$ cat src/rtl/register_file_param.sv
// register_file_param: parametrised 2-read/1-write register file with write bypass, load scoreboard and soft-clear sweep.
// Latency: reads and hazards are combinational (zero cycles); writes, scoreboard and clear updates land on the next rising edge.
// Backpressure: none; reg_write presented while clr_busy is high is dropped, so the caller holds off until clr_busy falls.
module register_file_param #(
  parameter int DATA_W = 32,
  parameter int ADDR_W = 5,
  parameter int BYPASS = 1
) (
  input  logic              clk,
  input  logic              rst_n,
  input  logic              reg_write,
  input  logic [ADDR_W-1:0] write_reg,
  input  logic [DATA_W-1:0] write_data,
  input  logic [ADDR_W-1:0] read_reg1,
  input  logic [ADDR_W-1:0] read_reg2,
  output logic [DATA_W-1:0] read_data1,
  output logic [DATA_W-1:0] read_data2,
  input  logic              sb_set,
  input  logic [ADDR_W-1:0] sb_reg,
  output logic              hazard1,
  output logic              hazard2,
  input  logic              clr_req,
  output logic              clr_busy,
  output logic              clr_done
);

  localparam int NREG = 2 ** ADDR_W;
  localparam logic [ADDR_W-1:0] ZERO_IDX  = '0;
  localparam logic [ADDR_W-1:0] FIRST_IDX = ADDR_W'(1);
  // Sweep ends on the all-ones index, so the counter never has to wrap.
  localparam logic [ADDR_W-1:0] LAST_IDX  = '1;

  typedef enum logic [1:0] {IDLE, CLEAR, DONE} state_t;

  state_t            r_state;
  logic [ADDR_W-1:0] r_cnt;
  logic              r_clr_busy;
  logic              r_clr_done;
  logic [DATA_W-1:0] r_regs [NREG];
  logic [NREG-1:0]   r_sb;

  logic w_idle;
  logic w_clearing;
  logic w_wr_acc;
  logic w_sb_acc;
  logic w_byp1;
  logic w_byp2;
  logic w_reset1;
  logic w_reset2;

  assign w_idle     = (r_state == IDLE);
  assign w_clearing = (r_state == CLEAR);
  // A write only lands when idle and not aimed at the hardwired zero register.
  assign w_wr_acc   = reg_write && (write_reg != ZERO_IDX) && w_idle;
  assign w_sb_acc   = sb_set && (sb_reg != ZERO_IDX);
  // Bypass hits only on accepted writes, which also keeps it off during a sweep.
  assign w_byp1     = (BYPASS != 0) && w_wr_acc && (write_reg == read_reg1);
  assign w_byp2     = (BYPASS != 0) && w_wr_acc && (write_reg == read_reg2);
  // A bypassed write retires the pending load unless a new load re-marks the register.
  assign w_reset1   = w_byp1 && !(w_sb_acc && (sb_reg == read_reg1));
  assign w_reset2   = w_byp2 && !(w_sb_acc && (sb_reg == read_reg2));

  assign read_data1 = (read_reg1 == ZERO_IDX) ? '0 : (w_byp1 ? write_data : r_regs[read_reg1]);
  assign read_data2 = (read_reg2 == ZERO_IDX) ? '0 : (w_byp2 ? write_data : r_regs[read_reg2]);
  assign hazard1    = r_sb[read_reg1] && !w_reset1;
  assign hazard2    = r_sb[read_reg2] && !w_reset2;
  assign clr_busy   = r_clr_busy;
  assign clr_done   = r_clr_done;

  // Register storage: normal writes when idle, sweep zeroes one entry per cycle; entry 0 stays zero.
  always_ff @(posedge clk or negedge rst_n) begin
    if (!rst_n) begin
      for (int i = 0; i < NREG; i++) r_regs[i] <= '0;
    end else begin
      for (int i = 1; i < NREG; i++) begin
        if (w_wr_acc && (write_reg == ADDR_W'(i))) begin
          r_regs[i] <= write_data;
        end else if (w_clearing && (r_cnt == ADDR_W'(i))) begin
          r_regs[i] <= '0;
        end
      end
    end
  end

  // Scoreboard: a new load mark beats both a retiring write and the sweep on the same register.
  always_ff @(posedge clk or negedge rst_n) begin
    if (!rst_n) begin
      r_sb <= '0;
    end else begin
      for (int i = 1; i < NREG; i++) begin
        if (w_sb_acc && (sb_reg == ADDR_W'(i))) begin
          r_sb[i] <= 1'b1;
        end else if (w_wr_acc && (write_reg == ADDR_W'(i))) begin
          r_sb[i] <= 1'b0;
        end else if (w_clearing && (r_cnt == ADDR_W'(i))) begin
          r_sb[i] <= 1'b0;
        end
      end
    end
  end

  // Soft-clear sequencer with registered busy/done flags.
  always_ff @(posedge clk or negedge rst_n) begin
    if (!rst_n) begin
      r_state    <= IDLE;
      r_cnt      <= '0;
      r_clr_busy <= 1'b0;
      r_clr_done <= 1'b0;
    end else begin
      case (r_state)
        IDLE: begin
          if (clr_req) begin
            r_state    <= CLEAR;
            r_cnt      <= FIRST_IDX;
            r_clr_busy <= 1'b1;
          end
        end
        CLEAR: begin
          if (r_cnt == LAST_IDX) begin
            r_state    <= DONE;
            r_cnt      <= '0;
            r_clr_done <= 1'b1;
          end else begin
            r_cnt <= r_cnt + FIRST_IDX;
          end
        end
        DONE: begin
          r_state    <= IDLE;
          r_clr_busy <= 1'b0;
          r_clr_done <= 1'b0;
        end
        default: begin
          r_state    <= IDLE;
          r_cnt      <= '0;
          r_clr_busy <= 1'b0;
          r_clr_done <= 1'b0;
        end
      endcase
    end
  end

endmodule

$ cat config.mk
export PLATFORM = sky130hd
export DESIGN_NAME = register_file_param
export DESIGN_NICKNAME = d
export VERILOG_FILES = /design/src/rtl/register_file_param.sv
export SDC_FILE = /design/constraint.sdc
export NUM_CORES = 2
export LEC_CHECK = 0
export CAP_MARGIN = 10
export CORE_MARGIN = 4
export CORE_UTILIZATION = 56
export CTS_CLUSTER_DIAMETER = 100
export DETAILED_ROUTE_END_ITERATION = 8
export DONT_BUFFER_PORTS = 1
export PLACE_DENSITY = 0.71
export REMOVE_ABC_BUFFERS = 1
export SYNTH_ARGS = -nofsm -noshare
export SYNTH_HDL_FRONTEND = slang
export SYNTH_SLANG_ARGS = --single-unit
$ cat constraint.sdc
create_clock -name clk -period 2.9 [get_ports clk]
set_input_delay 0.29 -clock clk [delete_from_list [all_inputs] [get_ports clk]]
set_output_delay 0.29 -clock clk [all_outputs]
set_load 0.01 [all_outputs]
# ---- Word level (Yosys, flattened, before mapping)
# Cells that the tools add are included.
dict set report classes {
  addsub 1
  n_mul 0
  div_mod_pow 0
  order_cmp 4
  eq_ne 101
  shifts 0
  mux 179
  bitwise_logic 5
  n_reduce_logical 179
}
# cell n
set op_table {}
lappend op_table {{two-way mux 32 bit} 70}
lappend op_table {{binary-select mux 32 bit (select 5 bit)} 2}
lappend op_table {{equality test 5 bit (second input constant)} 48}
lappend op_table {{equality test 5 x 4 -> 1 bit (second input constant)} 24}
lappend op_table {{logical AND 1 bit} 104}
lappend op_table {{two-way mux 1 bit} 97}
lappend op_table {{nonzero test 3 bit} 31}
lappend op_table {{nonzero test 2 bit} 31}
lappend op_table {{equality test 5 x 3 -> 1 bit (second input constant)} 12}
lappend op_table {{equality test 5 x 2 -> 1 bit (second input constant)} 6}
lappend op_table {{equality test 5 bit} 4}
lappend op_table {{equality test 5 x 1 -> 1 bit (second input constant)} 3}
lappend op_table {{case mux 5 bit (3 select lines)} 1}
lappend op_table {{>= comparator 6 bit (second input constant)} 2}
lappend op_table {{< comparator 5 x 6 -> 1 bit (second input constant)} 2}
lappend op_table {{NOT 5 -> 6 bit} 2}
lappend op_table {{binary-select mux 1 bit (select 5 bit)} 2}
lappend op_table {{zero test 5 bit} 2}
lappend op_table {{two-way mux 5 bit} 2}
lappend op_table {{nonzero test 5 bit} 2}
lappend op_table {{AND reduction 2 bit} 4}
lappend op_table {{adder 5 x 1 -> 5 bit (second input constant)} 1}
lappend op_table {{zero test 1 bit} 4}
lappend op_table {{two-way mux 2 bit} 2}
lappend op_table {{8 further kinds} 11}
dict set report word_totals {
  register_bits 1032
  latch_bits 0
  mem_bits_rw 0
  mem_bits_ro 0
  inputBits 57
  out_inout_bits 68
  wordCells 535
  n_memories 0
}

# ---- Logic depth before layout (Yosys ltp)
dict set report depth {
  word_depth 7
  ltp_mapped 9
  ltp_nobuf 6
}

# ---- Worst setup path before layout
# OpenSTA, ideal clock, no wires.
dict set report synth_path {
  path_type {input to output}
  startpoint {input read_reg1[0]}
  endpoint {output read_data1[17]}
  arrival_time_ns 2.044
  setup_slack_ns 0.566
  cell_stages 7
  path_cell_list {buf_2 > buf_4 > buf_2 > mux4_2 > a211oi_1 > a211oi_1 > a211o_1}
}
dict set report synth_between {
  elab_chain_len 6
}
# item line
set synth_lines {}
lappend synth_lines {{start: declaration} 14} ;# input logic [ADDR_W-1:0] read_reg1,
lappend synth_lines {{NOT 5 -> 6 bit (implied by the code)} 63} ;# assign read_data1 = (read_reg1 == ZERO_IDX) ? '0 : (w_byp1 ? write_data : r_regs[read_reg1]);
lappend synth_lines {{binary-select mux 32 bit (select 5 bit)} 63}
lappend synth_lines {{two-way mux 32 bit (implied by the code) (2 in series)} 63}
lappend synth_lines {{two-way mux 32 bit} 63}
lappend synth_lines {{two-way mux 32 bit *} 63}
lappend synth_lines {{end: declaration} 16} ;# output logic [DATA_W-1:0] read_data1,
# Every way passes the cells marked *; elsewhere a longest branch is shown, timed or not. The select of a mux whose other input is x is not followed.

# ---- Final worst setup path
dict set report layout_path {
  startpoint {register r_regs[29] in the netlist's numbering}
  endpoint {output read_data2[29]}
}
dict set report layout_between {
  elab_chain_len 5
}
# item line
set layout_lines {}
lappend layout_lines {{start: declaration} 39} ;# logic [DATA_W-1:0] r_regs [NREG];
lappend layout_lines {{start signal: indexed assignment} 77} ;# r_regs[i] <= write_data;
lappend layout_lines {{binary-select mux 32 bit (select 5 bit)} 64} ;# assign read_data2 = (read_reg2 == ZERO_IDX) ? '0 : (w_byp2 ? write_data : r_regs[read_reg2]);
lappend layout_lines {{two-way mux 32 bit (implied by the code) (2 in series)} 64}
lappend layout_lines {{two-way mux 32 bit (2 in series)} 64}
lappend layout_lines {{end: declaration} 17} ;# output logic [DATA_W-1:0] read_data2,
# Every way passes these cells. The select of a mux whose other input is x is not followed.

==> out/metrics.cfg <==
[floorplan]
initial_core_util_pct=56.51
io_pins=125
die_y_microns=320.6
placementRows=114
core_area_sq_um=96850
dieArea_sq_um=102800
fp.dieW_microns=320.6

[sta]
slew_headroom_pct=16.08
rsz0062_at_grt=yes
finalMaxSlewViolations=0
finalHoldViolations=214
worst_pin_slew_ns=1.255
worst_hold_slack_ns=-0.1754
min_period_ns=3.046
setup_viol=60
skew_ns=0.01617
max_freq_mhz=328.3
fin_ws_ns=-0.1459
period_share_pct=105.0

[synth]
synthArstFlopShare_pct=100.0
ys_seq_area_share_pct=47.19
synthesis.area_sq_um=54730
synth_edf_count=0
yosys_warnings=33
synth-seq-cells=1032
synth_cells=4108
synth.distinct_cells=56
syn_avg_cell_area_sq_um=13.32
synth_flop_cell=dfrtp_1

[cells_and_area]
drive_gt1_share_pct=27.98
final_cell_mix=dfrtp_1, a22o_1, mux4_2, mux2i_1, buf_4
area_growth_pct=14.15
fill_cells=6860
finish.net_count=4020
stdcell_area_sq_um=62470
multi_input_comb_area_sq_um=27710
final_common_cell=dfrtp_1
final_util_pct=64.50
ff_latch_area_sq_um=25830

[global_routing]
grt_first_pass_wirelength_microns=292700
grt_util_all_layers_pct=38.44
antenna_found_initial=10
grt_pass1_vias=42560
grt.overflow.total=0
grt_max_degree=1033

[outcome]
violations=hold timing, setup timing
outcome=finished with violations

[clock_network]
ctsHtreeMaxLevel=3
numClockSinks=1032
numCtsBuffers=108
clk_pin_slew_worst_paths_ns=0.06
clock_latency_ns=0.71
clockBufferDepth=3
cts_tree=done
clockRootBuffer=clkbuf_16

[route]
route.final.wire_length_microns=199700
drc=0
dr.pass1.iters=5
drt_iter0_drc=6799
ant_nets=0
wl_per_cell_microns=37.46
via_count=42760
via_per_inst=8.019

[critical_path]
critPathKind=reg2out
worstPathMaxFanout=3
worstPathArrival_ns=2.76
end_kind=output pin
cp-start-kind=flop
required_ns=2.61

[place]
hpwl_microns=103200
port_buffers=0
gp_congestion=0.9086
dp_worst_setup_slack_ns=-0.1679
placed_area_sq_um=55920

[power_and_ir_drop]
p_leak_uw=0.02720
p_per_area_nw_per_um2=688.9
power_uw=43040
ir_drop_v=0.0005363

[flow_run]
cap_violations=0

[hold_path]
hp-class=in2async

## sequential cells by signal (all words and copies together), names as in the netlist
signal	count
r_regs	992
r_sb	31
r_cnt	5
r_state	2
clr_busy	1
clr_done	1
## what timing repair did
action / in CTS / in global routing
pin swaps: 31 / 12
hold buffers: 94 / 2
setup endpoints to repair: 63 / 64
hold endpoints to repair: 2059 / 234
cloned: 8 / 2
buffers inserted: 19 / 1
resized for setup: 113 / 80
## report_power, final
group	internal, uW	switching (uW)	total (uW)
combinational	4840	4490	9330
clock	8470	6320	14800
sequential	16800	2060	18900
total	30200	12900	43000
## worst paths after layout
check,start,to,slack [ns],cells after the start
max,r_regs[29],read_data2[29],-0.15,7
min,rst_n,r_regs[588],-0.18,2
max reg2reg,r_state[1],r_sb[29],0.10,10
min reg2reg,r_sb[23],r_sb[23],0.51,2
max in group asynchronous,rst_n,r_regs[185],0.50,4
min in group clk,sb_reg[0],r_sb[3],0.05,2
## cells in the mapped netlist (27+ instances only)
cell type,count,area share [%]
nand2_1,97,0.67
o21ai_0,61,0.56
a22o_1,980,16
a211o_1,43,0.69
a211oi_1,87,1.2
mux2i_1,173,3.2
mux2_2,41,0.84
a21oi_1,95,0.87
nor2b_1,46,0.53
a221oi_1,36,0.58
a2111oi_2,30,0.82
clkbuf_1,317,2.2
mux4_2,441,18
buf_2,144,1.3
buf_1,51,0.35
buf_4,27,0.37
o22ai_1,69,0.79
nor2_1,102,0.70
dfrtp_1,1032,47
nor3_1,36,0.33
## layer usage
layer  global-route usage, %  vias to the layer above  part of all wire [%]
met5                  0.9259                        -                 0.092
met4                   18.64                       10                   5.1
met3                   14.40                      674                    15
met2                   55.28                     3607                    44
met1                   51.95                    22270                    36
li1                        -                    16200                     -
## critical path, stage by stage, from the launching register on
cell     delay, ns
dfrtp_1       0.40
mux4_2        0.47
o22ai_1       0.21
nor3_1        0.09
buf_4         0.18
nor3b_1       0.46
a21oi_2       0.12
buf_4         0.16
## stage by stage
stage	instances	TNS, ns
floorplan	3551	-603.62
global placement	5000	-0.1928
detailed placement	5000	-0.1679
CTS	5314	-2.709
global route	5328	-7.231
finish	5332	-4.642
## cell families after synthesis
logic type | Yosys count | synth area share, %
buf+inv | 566 | 4.643
simple gates | 376 | 3.560
xor+xnor | 22 | 0.3521
flops | 1032 | 47.19
compound gates | 1451 | 21.96
mux | 655 | 22.16
fa+ha+maj | 6 | 0.1372
## area by class of cell
class | count | share of cell area, %
repair buffers | 296 | 5.646
clock buffers | 144 | 4.913
flip-flops and latches | 1032 | 41.34
multi-input cells | 2510 | 44.35
inverters | 9 | 0.05608
diodes | 7 | 0.02804
well taps | 1276 | 2.556
clock inverters | 58 | 1.108
No activity file was read; power rests on OpenSTA's default activity.
